<file path="config.mk">
export PLATFORM = sky130hd
export DESIGN_NAME = pipeline_stage_skid
export DESIGN_NICKNAME = d
export VERILOG_FILES = /design/src/rtl/pipeline_stage_skid.sv
export SDC_FILE = /design/constraint.sdc
export NUM_CORES = 1
export LEC_CHECK = 0
export ABC_CLOCK_PERIOD_IN_PS = 3800
export BUFFER_PORTS_ARGS = -buffer_cell sky130_fd_sc_hd__clkbuf_2
export CAP_MARGIN = 20
export CORE_ASPECT_RATIO = 2
export CORE_UTILIZATION = 57
export CTS_CLUSTER_SIZE = 8
export DETAILED_ROUTE_END_ITERATION = 12
export PLACE_DENSITY = 0.81
export SYNTH_ARGS = -nofsm -noshare
export SYNTH_HDL_FRONTEND = slang
export SYNTH_SLANG_ARGS = --single-unit
</file>
<file path="constraint.sdc">
create_clock -name clk -period 3.8 [get_ports clk]
set_clock_uncertainty 0.15 [all_clocks]
set_input_delay 0 -clock clk [delete_from_list [all_inputs] [get_ports clk]]
set_output_delay 0 -clock clk [all_outputs]
set_load 0.005 [all_outputs]
</file>
<file path="src/rtl/pipeline_stage_skid.sv">
// pipeline_stage_skid
//   Inter-stage pipeline register for the RV32E pipeline carrying {rd, result, we}
//   with a valid/ready handshake. A one-entry skid slot behind the main slot lets
//   in_ready come straight from a flop, so out_ready never reaches in_ready
//   combinationally. Supports a synchronous flush and squashing of the
//   register-file write for words marked invalid upstream.
//
//   Optional feature macro: PIPE_PERF_CNT_EN adds saturating stall/bubble counters.
//
// Ports
//   clk, rst            clock (rising edge), asynchronous active-high reset
//   flush               drop both slots at the next edge (wins over an accept)
//   in_valid/in_ready   upstream handshake; in_ready is registered (= ~skid valid)
//   in_invalid          squash: word flows through but its write enable is cleared
//   in_rd/in_data/in_we upstream payload
//   out_valid/out_ready downstream handshake
//   out_rd/out_data     main-slot payload, held while out_valid=0
//   out_we              main-slot write enable, forced low while out_valid=0
//   stall_cnt           cycles with out_valid & ~out_ready (PIPE_PERF_CNT_EN)
//   bubble_cnt          cycles with out_ready & ~out_valid (PIPE_PERF_CNT_EN)
module pipeline_stage_skid #(
    parameter int unsigned DATA_W = 32,
    parameter int unsigned RD_W   = 4
`ifdef PIPE_PERF_CNT_EN
    ,
    parameter int unsigned CNT_W  = 16
`endif
) (
    input  logic              clk,
    input  logic              rst,
    input  logic              flush,
    input  logic              in_valid,
    output logic              in_ready,
    input  logic              in_invalid,
    input  logic [RD_W-1:0]   in_rd,
    input  logic [DATA_W-1:0] in_data,
    input  logic              in_we,
    output logic              out_valid,
    input  logic              out_ready,
    output logic [RD_W-1:0]   out_rd,
    output logic [DATA_W-1:0] out_data,
    output logic              out_we
`ifdef PIPE_PERF_CNT_EN
    ,
    output logic [CNT_W-1:0]  stall_cnt,
    output logic [CNT_W-1:0]  bubble_cnt
`endif
);

    // Skid slot
    logic              s_valid;
    logic [RD_W-1:0]   s_rd;
    logic [DATA_W-1:0] s_data;
    logic              s_we;

    // Next-state values
    logic              m_valid_d;
    logic [RD_W-1:0]   m_rd_d;
    logic [DATA_W-1:0] m_data_d;
    logic              m_we_d;
    logic              s_valid_d;
    logic [RD_W-1:0]   s_rd_d;
    logic [DATA_W-1:0] s_data_d;
    logic              s_we_d;

    logic accept_c;
    logic consume_c;
    logic cap_we_c;

    assign accept_c  = in_valid & in_ready;
    assign consume_c = out_valid & out_ready;
    assign cap_we_c  = in_we & ~in_invalid;

    // Next-state for main and skid slots
    always_comb begin
        m_valid_d = out_valid;
        m_rd_d    = out_rd;
        m_data_d  = out_data;
        m_we_d    = out_we;
        s_valid_d = s_valid;
        s_rd_d    = s_rd;
        s_data_d  = s_data;
        s_we_d    = s_we;

        if (flush) begin
            // Accepted word this cycle is discarded along with both slots
            m_valid_d = 1'b0;
            s_valid_d = 1'b0;
        end else if (s_valid) begin
            // in_ready is low here, so no accept can collide with the refill
            if (consume_c) begin
                m_valid_d = 1'b1;
                m_rd_d    = s_rd;
                m_data_d  = s_data;
                m_we_d    = s_we;
                s_valid_d = 1'b0;
            end
        end else if (!out_valid || consume_c) begin
            // Main slot free (or freeing): take the new word directly
            m_valid_d = accept_c;
            if (accept_c) begin
                m_rd_d   = in_rd;
                m_data_d = in_data;
                m_we_d   = cap_we_c;
            end
        end else if (accept_c) begin
            // Main slot stalled: park the word in the skid slot
            s_valid_d = 1'b1;
            s_rd_d    = in_rd;
            s_data_d  = in_data;
            s_we_d    = cap_we_c;
        end

        // An empty main slot never advertises a write
        if (!m_valid_d) begin
            m_we_d = 1'b0;
        end
    end

    // Slot registers
    always_ff @(posedge clk or posedge rst) begin
        if (rst) begin
            out_valid <= 1'b0;
            out_rd    <= '0;
            out_data  <= '0;
            out_we    <= 1'b0;
            s_valid   <= 1'b0;
            s_rd      <= '0;
            s_data    <= '0;
            s_we      <= 1'b0;
            in_ready  <= 1'b1;
        end else begin
            out_valid <= m_valid_d;
            out_rd    <= m_rd_d;
            out_data  <= m_data_d;
            out_we    <= m_we_d;
            s_valid   <= s_valid_d;
            s_rd      <= s_rd_d;
            s_data    <= s_data_d;
            s_we      <= s_we_d;
            in_ready  <= ~s_valid_d;
        end
    end

`ifdef PIPE_PERF_CNT_EN
    // Saturating performance counters; cleared by rst only
    always_ff @(posedge clk or posedge rst) begin
        if (rst) begin
            stall_cnt  <= '0;
            bubble_cnt <= '0;
        end else begin
            if (out_valid && !out_ready && (stall_cnt != '1)) begin
                stall_cnt <= stall_cnt + CNT_W'(1);
            end
            if (out_ready && !out_valid && (bubble_cnt != '1)) begin
                bubble_cnt <= bubble_cnt + CNT_W'(1);
            end
        end
    end
`endif

endmodule
</file>
==> flow_results.xml, run 1 <==
<?xml version="1.0" encoding="UTF-8"?>
<metrics>
  <group name="logic_synthesis">
    <metric name="synth_top_family_by_area" unit="">multiplexers</metric>
    <metric name="yosysTopAreaCell" unit="">sky130_fd_sc_hd__dfrtp_1</metric>
    <metric name="synthAdderAreaFrac" unit="%">0</metric>
    <metric name="share_of_synthesized_cell_area_in_and_or_nand_and_nor_gates" unit="%">2.302</metric>
    <metric name="synth_compound_gate_area_share" unit="%">1.634</metric>
    <metric name="postSynthRegisterBits" unit="">77</metric>
    <metric name="yosys.area.top_type_share" unit="%">56.44</metric>
    <metric name="synth_seq_area_share" unit="%">57.22</metric>
    <metric name="share_of_synthesized_area_spent_on_multiplexers" unit="%">36.43</metric>
    <metric name="postSynthCellCount" unit="">219</metric>
    <metric name="number_of_synthesized_flops_with_an_enable_pin" unit="">0</metric>
    <metric name="yosys_warnings" unit="">0</metric>
    <metric name="ys.flop_type" unit="">sky130_fd_sc_hd__dfrtp_1</metric>
    <metric name="synthesis.area_per_instance" unit="sq um">15.39</metric>
    <metric name="synth.area.top_cells" unit="">sky130_fd_sc_hd__dfrtp_1 56%, sky130_fd_sc_hd__mux2_2 36%, sky130_fd_sc_hd__buf_6 1.0%</metric>
    <metric name="yosys.cell_types.count" unit="">22</metric>
    <metric name="synthXorXnorAreaFrac" unit="%">0</metric>
    <metric name="netlist_area" unit="sq mm">0.003369</metric>
    <metric name="synth_most_common_cell" unit="">sky130_fd_sc_hd__mux2_2</metric>
    <metric name="syn_nets" unit="">262</metric>
    <metric name="synth_top_cells_by_count" unit="">107 x sky130_fd_sc_hd__mux2_2, 76 x sky130_fd_sc_hd__dfrtp_1, 5 x sky130_fd_sc_hd__buf_2</metric>
    <metric name="async_sr_flop_fraction" unit="%">100.0</metric>
  </group>
  <group name="drt">
    <metric name="vias" unit="">2243</metric>
    <metric name="route.antenna.remaining_nets" unit="">0</metric>
    <metric name="drt_first_iter_violations" unit="">36</metric>
    <metric name="ratio_of_routed_vias_to_standard_cells" unit="">5.471</metric>
    <metric name="wl_per_cell" unit="um">16.37</metric>
    <metric name="detail_route.first_pass.iterations" unit="">4</metric>
    <metric name="wl" unit="um">6712</metric>
    <metric name="drt_drc_violations_left" unit="">0</metric>
  </group>
  <group name="placed_design">
    <metric name="dp.final_hpwl" unit="um">4199</metric>
    <metric name="port-buffer-count" unit="">81</metric>
    <metric name="pre_cts_slack" unit="ns">1.063</metric>
    <metric name="standard_cell_area_after_detailed_placement" unit="sq mm">0.003819</metric>
    <metric name="gp_congestion" unit="">0.7959</metric>
  </group>
  <group name="timing">
    <metric name="setup_violations" unit="">0</metric>
    <metric name="clock.fmax" unit="MHz">362.3</metric>
    <metric name="maxSlewHeadroom" unit="%">37.40</metric>
    <metric name="setup_total_negative_slack" unit="ns">0</metric>
    <metric name="worstMarginPinSlew" unit="ns">0.9390</metric>
    <metric name="grt_setup_unrepaired" unit="">no</metric>
    <metric name="final.min_clock_period" unit="ns">2.760</metric>
    <metric name="timing_hold_violations_final" unit="">0</metric>
    <metric name="finalWorstSetupSlack" unit="ns">1.040</metric>
    <metric name="post-route-period-util" unit="%">72.64</metric>
    <metric name="drv_slew" unit="">0</metric>
  </group>
  <group name="worst_setup_path">
    <metric name="critical-path-top-delay-family" unit="">flip-flops</metric>
    <metric name="cp_slowest_stage_delay" unit="ns">0.97</metric>
    <metric name="crit_path_cell_trace" unit="">a21oi_1 -&gt; a211oi_4 -&gt; buf_12 -&gt; mux2_2</metric>
    <metric name="critPathRequiredTime" unit="ns">3.85</metric>
    <metric name="slowest_stage" unit="">sky130_fd_sc_hd__dfrtp_2</metric>
    <metric name="timing.setup.critical_path_class" unit="">flop to flop</metric>
    <metric name="worst-path-max-fanout" unit="">43</metric>
    <metric name="worst-endpoint-arrival" unit="ns">2.81</metric>
    <metric name="sort_of_element_at_the_end_of_the_critical_path" unit="">flop</metric>
    <metric name="timing.critical_path.from_type" unit="">flop</metric>
    <metric name="worstPathBufferInverterCount" unit="">1</metric>
  </group>
  <group name="power">
    <metric name="pwr_density_cell" unit="mW/mm^2">537.8</metric>
    <metric name="power.leakage" unit="uW">0.002098</metric>
    <metric name="worst_ir_drop_vdd" unit="mV">0.5564</metric>
  </group>
  <group name="job">
    <metric name="drv.max_cap_violation_count" unit="">0</metric>
  </group>
  <group name="cells_and_area">
    <metric name="area_added_between_synthesis_and_finish" unit="%">34.20</metric>
    <metric name="n_antenna_cell" unit="">0</metric>
    <metric name="drive_above_1_share" unit="%">60.17</metric>
    <metric name="layout.nets" unit="">387</metric>
    <metric name="final_design_area_no_fill" unit="sq mm">0.004522</metric>
  </group>
  <group name="floorplan">
    <metric name="die_span_x" unit="um">56.37</metric>
    <metric name="rows" unit="">39</metric>
    <metric name="initial_core_util" unit="%">59.02</metric>
    <metric name="die_area" unit="sq mm">0.006241</metric>
    <metric name="core_region_area" unit="sq mm">0.005709</metric>
    <metric name="dieHeight" unit="um">110.7</metric>
    <metric name="boundaryPins" unit="">82</metric>
  </group>
  <group name="clock_tree">
    <metric name="buffer_levels_on_the_longest_clock_path" unit="">2</metric>
    <metric name="cts.reportedPaths.clkPinSlew" unit="ns">0.06</metric>
    <metric name="tritoncts_num_sinks" unit="">77</metric>
    <metric name="clock_latency" unit="ns">0.32</metric>
    <metric name="cts_repair_resize_count" unit="">0</metric>
    <metric name="htree_levels" unit="">3</metric>
    <metric name="post-cts-setup-buffers" unit="">0</metric>
    <metric name="cts_made_buffers" unit="">9</metric>
    <metric name="tritoncts" unit="">built</metric>
    <metric name="ctsRootBufferMaster" unit="">sky130_fd_sc_hd__clkbuf_16</metric>
  </group>
  <group name="outcome">
    <metric name="outcome" unit="">finished, final reports clean</metric>
  </group>
  <group name="global_routing">
    <metric name="global_route_wire_length_before_repair" unit="um">11310</metric>
    <metric name="initial_antenna_violation_count" unit="">0</metric>
    <metric name="grt_pass1_vias" unit="">2410</metric>
    <metric name="grt_max_degree" unit="">45</metric>
    <metric name="globalRouteTotalUtil" unit="%">24.06</metric>
    <metric name="globalRoute.totalOverflow" unit="">0</metric>
  </group>
  <group name="hold_path">
    <metric name="min-delay-path-class" unit="">primary input to flop</metric>
  </group>
</metrics>
## repair_timing
item                                    4_1_cts  5_1_grt
endpoints found under the setup margin        0        0
endpoints found under the hold margin       110        0
hold buffers                                 42        0
## final timing paths
check                           slack (ns)            to  cells past startpoint   startpoint
worst max-delay path                  1.04  out_data[29]                      4      s_valid
worst min-delay path                  0.15        out_we                      4     in_valid
worst max register to register        1.04  out_data[29]                      4      s_valid
worst min register to register        0.34   out_data[5]                      1  out_data[5]
max in group asynchronous             2.29       s_valid                      4          rst
min in group asynchronous             0.18  out_data[10]                      3          rst
## cells by family (layout without fill, tap and decap cells)
kind of cell | count (synthesis) | in the layout
flops | 77 | 77
mux | 109 | 109
buf+inv | 14 | 144
compound gates | 6 | 6
simple gates | 13 | 13
## through the flow
| stage | std cells | power, uW | util [%] | hold WS (ns) |
|---|---|---|---|---|
| after floorplan | 219 | 1420 | - | -0.08359 |
| after global placement | 352 | 1588 | 66.89 | -0.01577 |
| after detailed placement | 352 | 1618 | 66.89 | -0.008197 |
| after CTS | 410 | 2452 | 79.20 | 0.1355 |
| after global routing | 410 | 2548 | 79.20 | 0.1641 |
| final | 410 | 2432 | 79.20 | 0.1458 |
## tightest hold or removal path, delay by kind of cell
kind                   cells  cell delay [ns]
AO/OA/AOI/OAI              2             0.26
buffers and inverters      1             0.10
AND/OR/NAND/NOR            1             0.20
## layer usage
metal / global-route usage [%] / share of wire, % / up-vias
li1: - / - / 1035
met1: 26.11 / 37 / 1132
met2: 43.25 / 57 / 62
met3: 5.601 / 3.2 / 14
met4: 10.73 / 2.4 / 0
met5: 0 / 0 / -
## where the power goes
part / internal, uW / switching (uW)
clock: 495 / 294
combinational: 313 / 170
sequential: 1040 / 119
total: 1850 / 583
## placed cells by master (no fill, tap or decap)
| cell | Yosys | routed |
|---|---|---|
| sky130_fd_sc_hd__mux2_2 | 107 | 107 |
| sky130_fd_sc_hd__clkbuf_2 | 0 | 81 |
| sky130_fd_sc_hd__dfrtp_1 | 76 | 75 |
| sky130_fd_sc_hd__dlygate4sd3_1 | 0 | 42 |
| sky130_fd_sc_hd__clkbuf_16 | 0 | 9 |
| sky130_fd_sc_hd__clkbuf_1 | 4 | 3 |
| sky130_fd_sc_hd__clkbuf_8 | 0 | 3 |
| sky130_fd_sc_hd__nor2_1 | 2 | 2 |
| sky130_fd_sc_hd__nand2_1 | 2 | 2 |
| sky130_fd_sc_hd__a21oi_1 | 2 | 2 |
| sky130_fd_sc_hd__and2_1 | 2 | 2 |
| sky130_fd_sc_hd__a2111oi_0 | 2 | 2 |
| sky130_fd_sc_hd__mux2_1 | 2 | 2 |
| sky130_fd_sc_hd__buf_4 | 0 | 2 |
| sky130_fd_sc_hd__nor2b_1 | 1 | 1 |
| sky130_fd_sc_hd__and3b_1 | 1 | 1 |
| sky130_fd_sc_hd__nand3_2 | 0 | 1 |
| sky130_fd_sc_hd__or2_4 | 1 | 1 |
| sky130_fd_sc_hd__a211oi_4 | 1 | 1 |
| sky130_fd_sc_hd__nand2b_1 | 1 | 1 |
| sky130_fd_sc_hd__nand3b_1 | 1 | 1 |
| sky130_fd_sc_hd__inv_2 | 0 | 1 |
| sky130_fd_sc_hd__inv_1 | 2 | 1 |
| sky130_fd_sc_hd__a21o_1 | 1 | 1 |
| sky130_fd_sc_hd__nor3b_1 | 1 | 1 |
| sky130_fd_sc_hd__clkinv_2 | 0 | 1 |
| sky130_fd_sc_hd__dfstp_2 | 1 | 1 |
| sky130_fd_sc_hd__buf_12 | 0 | 1 |
| sky130_fd_sc_hd__dfrtp_2 | 0 | 1 |
## state kept, by name (all words and copies together) (netlist names)
name / count
out_data: 32
out_rd: 4
in_ready: 1
s_data: 32
out_we: 1
s_valid: 1
s_rd: 4
s_we: 1
out_valid: 1
## layout make-up
| cell class | instances | area [sq um] |
|---|---|---|
| Multi-Input combinational cell | 128 | 1365 |
| Sequential cell | 77 | 1929 |
| Tap cell | 61 | 76.32 |
| Fill cell | 367 | 1187 |
| Timing Repair Buffer | 126 | 860.8 |
| Clock inverter | 1 | 5.005 |
| Inverter | 2 | 7.507 |
| Clock buffer | 15 | 277.8 |
No activity file was read; power rests on OpenSTA's default activity.
==> run 2, diff against run 1 <==
ABC_CLOCK_PERIOD_IN_PS = 2560   (was 3800)
CORE_UTILIZATION = 53   (was 57)
PLACE_DENSITY = 0.76   (was 0.81)
clock period = 2.56 ns   (was 3.8 ns; I/O delays follow)
==> flow_results.xml, run 2 (synthesis gave the netlist of run 1 again) <==
<?xml version="1.0" encoding="UTF-8"?>
<metrics>
  <group name="power">
    <metric name="power.leakage" unit="uW">0.002143</metric>
    <metric name="worst_ir_drop_vdd" unit="mV">0.7392</metric>
    <metric name="total_power_of_the_final_layout" unit="uW">3730</metric>
    <metric name="pwr_density_cell" unit="mW/mm^2">806.2</metric>
  </group>
  <group name="placed_design">
    <metric name="dp.final_hpwl" unit="um">4133</metric>
    <metric name="standard_cell_area_after_detailed_placement" unit="sq mm">0.003895</metric>
    <metric name="port-buffer-count" unit="">81</metric>
    <metric name="pre_cts_slack" unit="ns">0.4645</metric>
    <metric name="gp_congestion" unit="">0.7484</metric>
  </group>
  <group name="drt">
    <metric name="detail_route.first_pass.iterations" unit="">4</metric>
    <metric name="maxUsedRoutingLayer" unit="">met4</metric>
    <metric name="met3WireLength" unit="um">258</metric>
    <metric name="total_routed_wire_length_on_the_met1_layer" unit="um">2620</metric>
    <metric name="drt_drc_violations_left" unit="">0</metric>
    <metric name="ratio_of_routed_vias_to_standard_cells" unit="">5.110</metric>
    <metric name="routed-wl-met2" unit="um">3621</metric>
    <metric name="vias" unit="">2228</metric>
    <metric name="drt_first_iter_violations" unit="">66</metric>
    <metric name="wl" unit="um">6703</metric>
    <metric name="route.antenna.remaining_nets" unit="">0</metric>
    <metric name="wl_per_cell" unit="um">15.37</metric>
  </group>
  <group name="timing">
    <metric name="grt_setup_unrepaired" unit="">no</metric>
    <metric name="maxSlewHeadroom" unit="%">64.17</metric>
    <metric name="setup_violations" unit="">0</metric>
    <metric name="finalWorstSetupSlack" unit="ns">0.4206</metric>
    <metric name="clock.fmax" unit="MHz">467.4</metric>
    <metric name="setup_total_negative_slack" unit="ns">0</metric>
    <metric name="final.min_clock_period" unit="ns">2.139</metric>
    <metric name="worstMarginPinSlew" unit="ns">0.5358</metric>
    <metric name="timing_hold_violations_final" unit="">0</metric>
    <metric name="post-route-period-util" unit="%">83.57</metric>
    <metric name="drv_slew" unit="">0</metric>
  </group>
  <group name="worst_setup_path">
    <metric name="critPathRequiredTime" unit="ns">2.62</metric>
    <metric name="worst-path-max-fanout" unit="">23</metric>
    <metric name="worst-endpoint-arrival" unit="ns">2.20</metric>
    <metric name="cp_slowest_stage_delay" unit="ns">0.52</metric>
    <metric name="slowest_stage" unit="">sky130_fd_sc_hd__a211oi_4</metric>
    <metric name="sort_of_element_at_the_end_of_the_critical_path" unit="">flop</metric>
    <metric name="timing.critical_path.from_type" unit="">flop</metric>
    <metric name="crit_path_cell_trace" unit="">or2_4 -&gt; a211oi_4 -&gt; buf_12 -&gt; mux2_2</metric>
    <metric name="timing.setup.critical_path_class" unit="">flop to flop</metric>
  </group>
  <group name="cells_and_area">
    <metric name="final_design_area_no_fill" unit="sq mm">0.004627</metric>
    <metric name="register_area" unit="sq mm">0.001929</metric>
    <metric name="multi_input_comb_area" unit="sq mm">0.001365</metric>
    <metric name="area_added_between_synthesis_and_finish" unit="%">37.32</metric>
    <metric name="most_frequent_cells_in_the_layout" unit="">107 x sky130_fd_sc_hd__mux2_2, 81 x sky130_fd_sc_hd__clkbuf_2, 75 x sky130_fd_sc_hd__dfrtp_1</metric>
    <metric name="layout_commonest_cell" unit="">sky130_fd_sc_hd__mux2_2</metric>
    <metric name="n_fill_cell" unit="">382</metric>
    <metric name="final_util" unit="%">76.41</metric>
    <metric name="drive_above_1_share" unit="%">61.36</metric>
    <metric name="reg_top3" unit="">out_data (32), s_data (32)</metric>
    <metric name="n_antenna_cell" unit="">0</metric>
    <metric name="layout.nets" unit="">390</metric>
  </group>
  <group name="clock_tree">
    <metric name="clock_latency" unit="ns">0.33</metric>
    <metric name="htree_levels" unit="">3</metric>
    <metric name="cts_made_buffers" unit="">9</metric>
    <metric name="ctsRootBufferMaster" unit="">sky130_fd_sc_hd__clkbuf_16</metric>
    <metric name="tritoncts" unit="">built</metric>
    <metric name="cts.reportedPaths.clkPinSlew" unit="ns">0.06</metric>
    <metric name="post-cts-setup-buffers" unit="">0</metric>
    <metric name="buffer_levels_on_the_longest_clock_path" unit="">2</metric>
    <metric name="tritoncts_num_sinks" unit="">77</metric>
  </group>
  <group name="floorplan">
    <metric name="initial_core_util" unit="%">55.64</metric>
    <metric name="dieHeight" unit="um">114.8</metric>
    <metric name="die_area" unit="sq mm">0.006700</metric>
    <metric name="core_region_area" unit="sq mm">0.006056</metric>
    <metric name="die_span_x" unit="um">58.38</metric>
    <metric name="rows" unit="">40</metric>
    <metric name="boundaryPins" unit="">82</metric>
  </group>
  <group name="job">
    <metric name="drv.max_cap_violation_count" unit="">0</metric>
  </group>
  <group name="hold_path">
    <metric name="min-delay-path-class" unit="">primary input to flop</metric>
  </group>
  <group name="global_routing">
    <metric name="global_route_wire_length_before_repair" unit="um">10650</metric>
    <metric name="grt_max_degree" unit="">78</metric>
    <metric name="globalRouteTotalUtil" unit="%">21.68</metric>
    <metric name="grt_pass1_vias" unit="">2295</metric>
    <metric name="initial_antenna_violation_count" unit="">0</metric>
    <metric name="globalRoute.totalOverflow" unit="">0</metric>
  </group>
  <group name="outcome">
    <metric name="outcome" unit="">finished, final reports clean</metric>
  </group>
</metrics>
[run 2: changes by cell type in the layout (fill, tap and decap cells not counted)]
| cell | delta |
|---|---|
| sky130_fd_sc_hd__clkbuf_1 | -3 |
| sky130_fd_sc_hd__buf_12 | +2 |
| sky130_fd_sc_hd__bufinv_16 | +1 |
| sky130_fd_sc_hd__clkinv_2 | +2 |
| sky130_fd_sc_hd__buf_4 | +1 |
[run 2: per-layer routing]
layer / track usage (%) / up-vias
met1: 24.53 / 1114
met2: 36.40 / 58
met3: 5.399 / 15
met5: 0 / -
li1: - / 1041
met4: 12.54 / 0
[run 2: timing repair]
| action | 4_1_cts | 5_1_grt |
|---|---|---|
| endpoints found under the hold margin | 154 | 0 |
| resized for setup | 0 | 0 |
| hold buffers | 42 | 0 |
[run 2: path summary, 6_finish.rpt]
kind                                     end  cells past startpoint  slack (ns)        start
max in group asynchronous           in_ready                      4        1.73          rst
worst max register to register  out_data[18]                      4        0.42    out_valid
worst min-delay path                  out_we                      4        0.13     in_valid
worst min register to register   out_data[5]                      1        0.35  out_data[5]
min in group asynchronous         s_data[11]                      4        0.15          rst
worst max-delay path            out_data[18]                      4        0.42    out_valid
[run 2: worst max-delay path: cells and delay by family (launching register included)]
family	cells	cell delay [ns]
compound gates	1	0.52
flops	1	0.43
mux	1	0.38
simple gates	1	0.27
buf+inv	1	0.25
[run 2: cell type report]
class	count	area share, %
clock buffer	12	5.760
clock inverter	4	0.9735
inverter	2	0.1622
multi-input combinational	128	29.50
sequential	77	41.70
tap	84	2.272
timing repair buffer	129	19.63
[run 2: stage by stage]
step           hold WS, ns  std cells
2_1_floorplan     -0.08359        219
3_3_place_gp      -0.05003        378
3_5_place_dp      -0.04278        378
4_1_cts             0.1041        436
5_1_grt             0.1499        436
6_report            0.1344        436
[run 2: power by group]
group	leakage (uW)	total (uW)	switching, uW	internal [uW]
sequential	0.000930	1710	164	1540
combinational	0.00106	727	257	470
clock	0.000158	1290	466	829
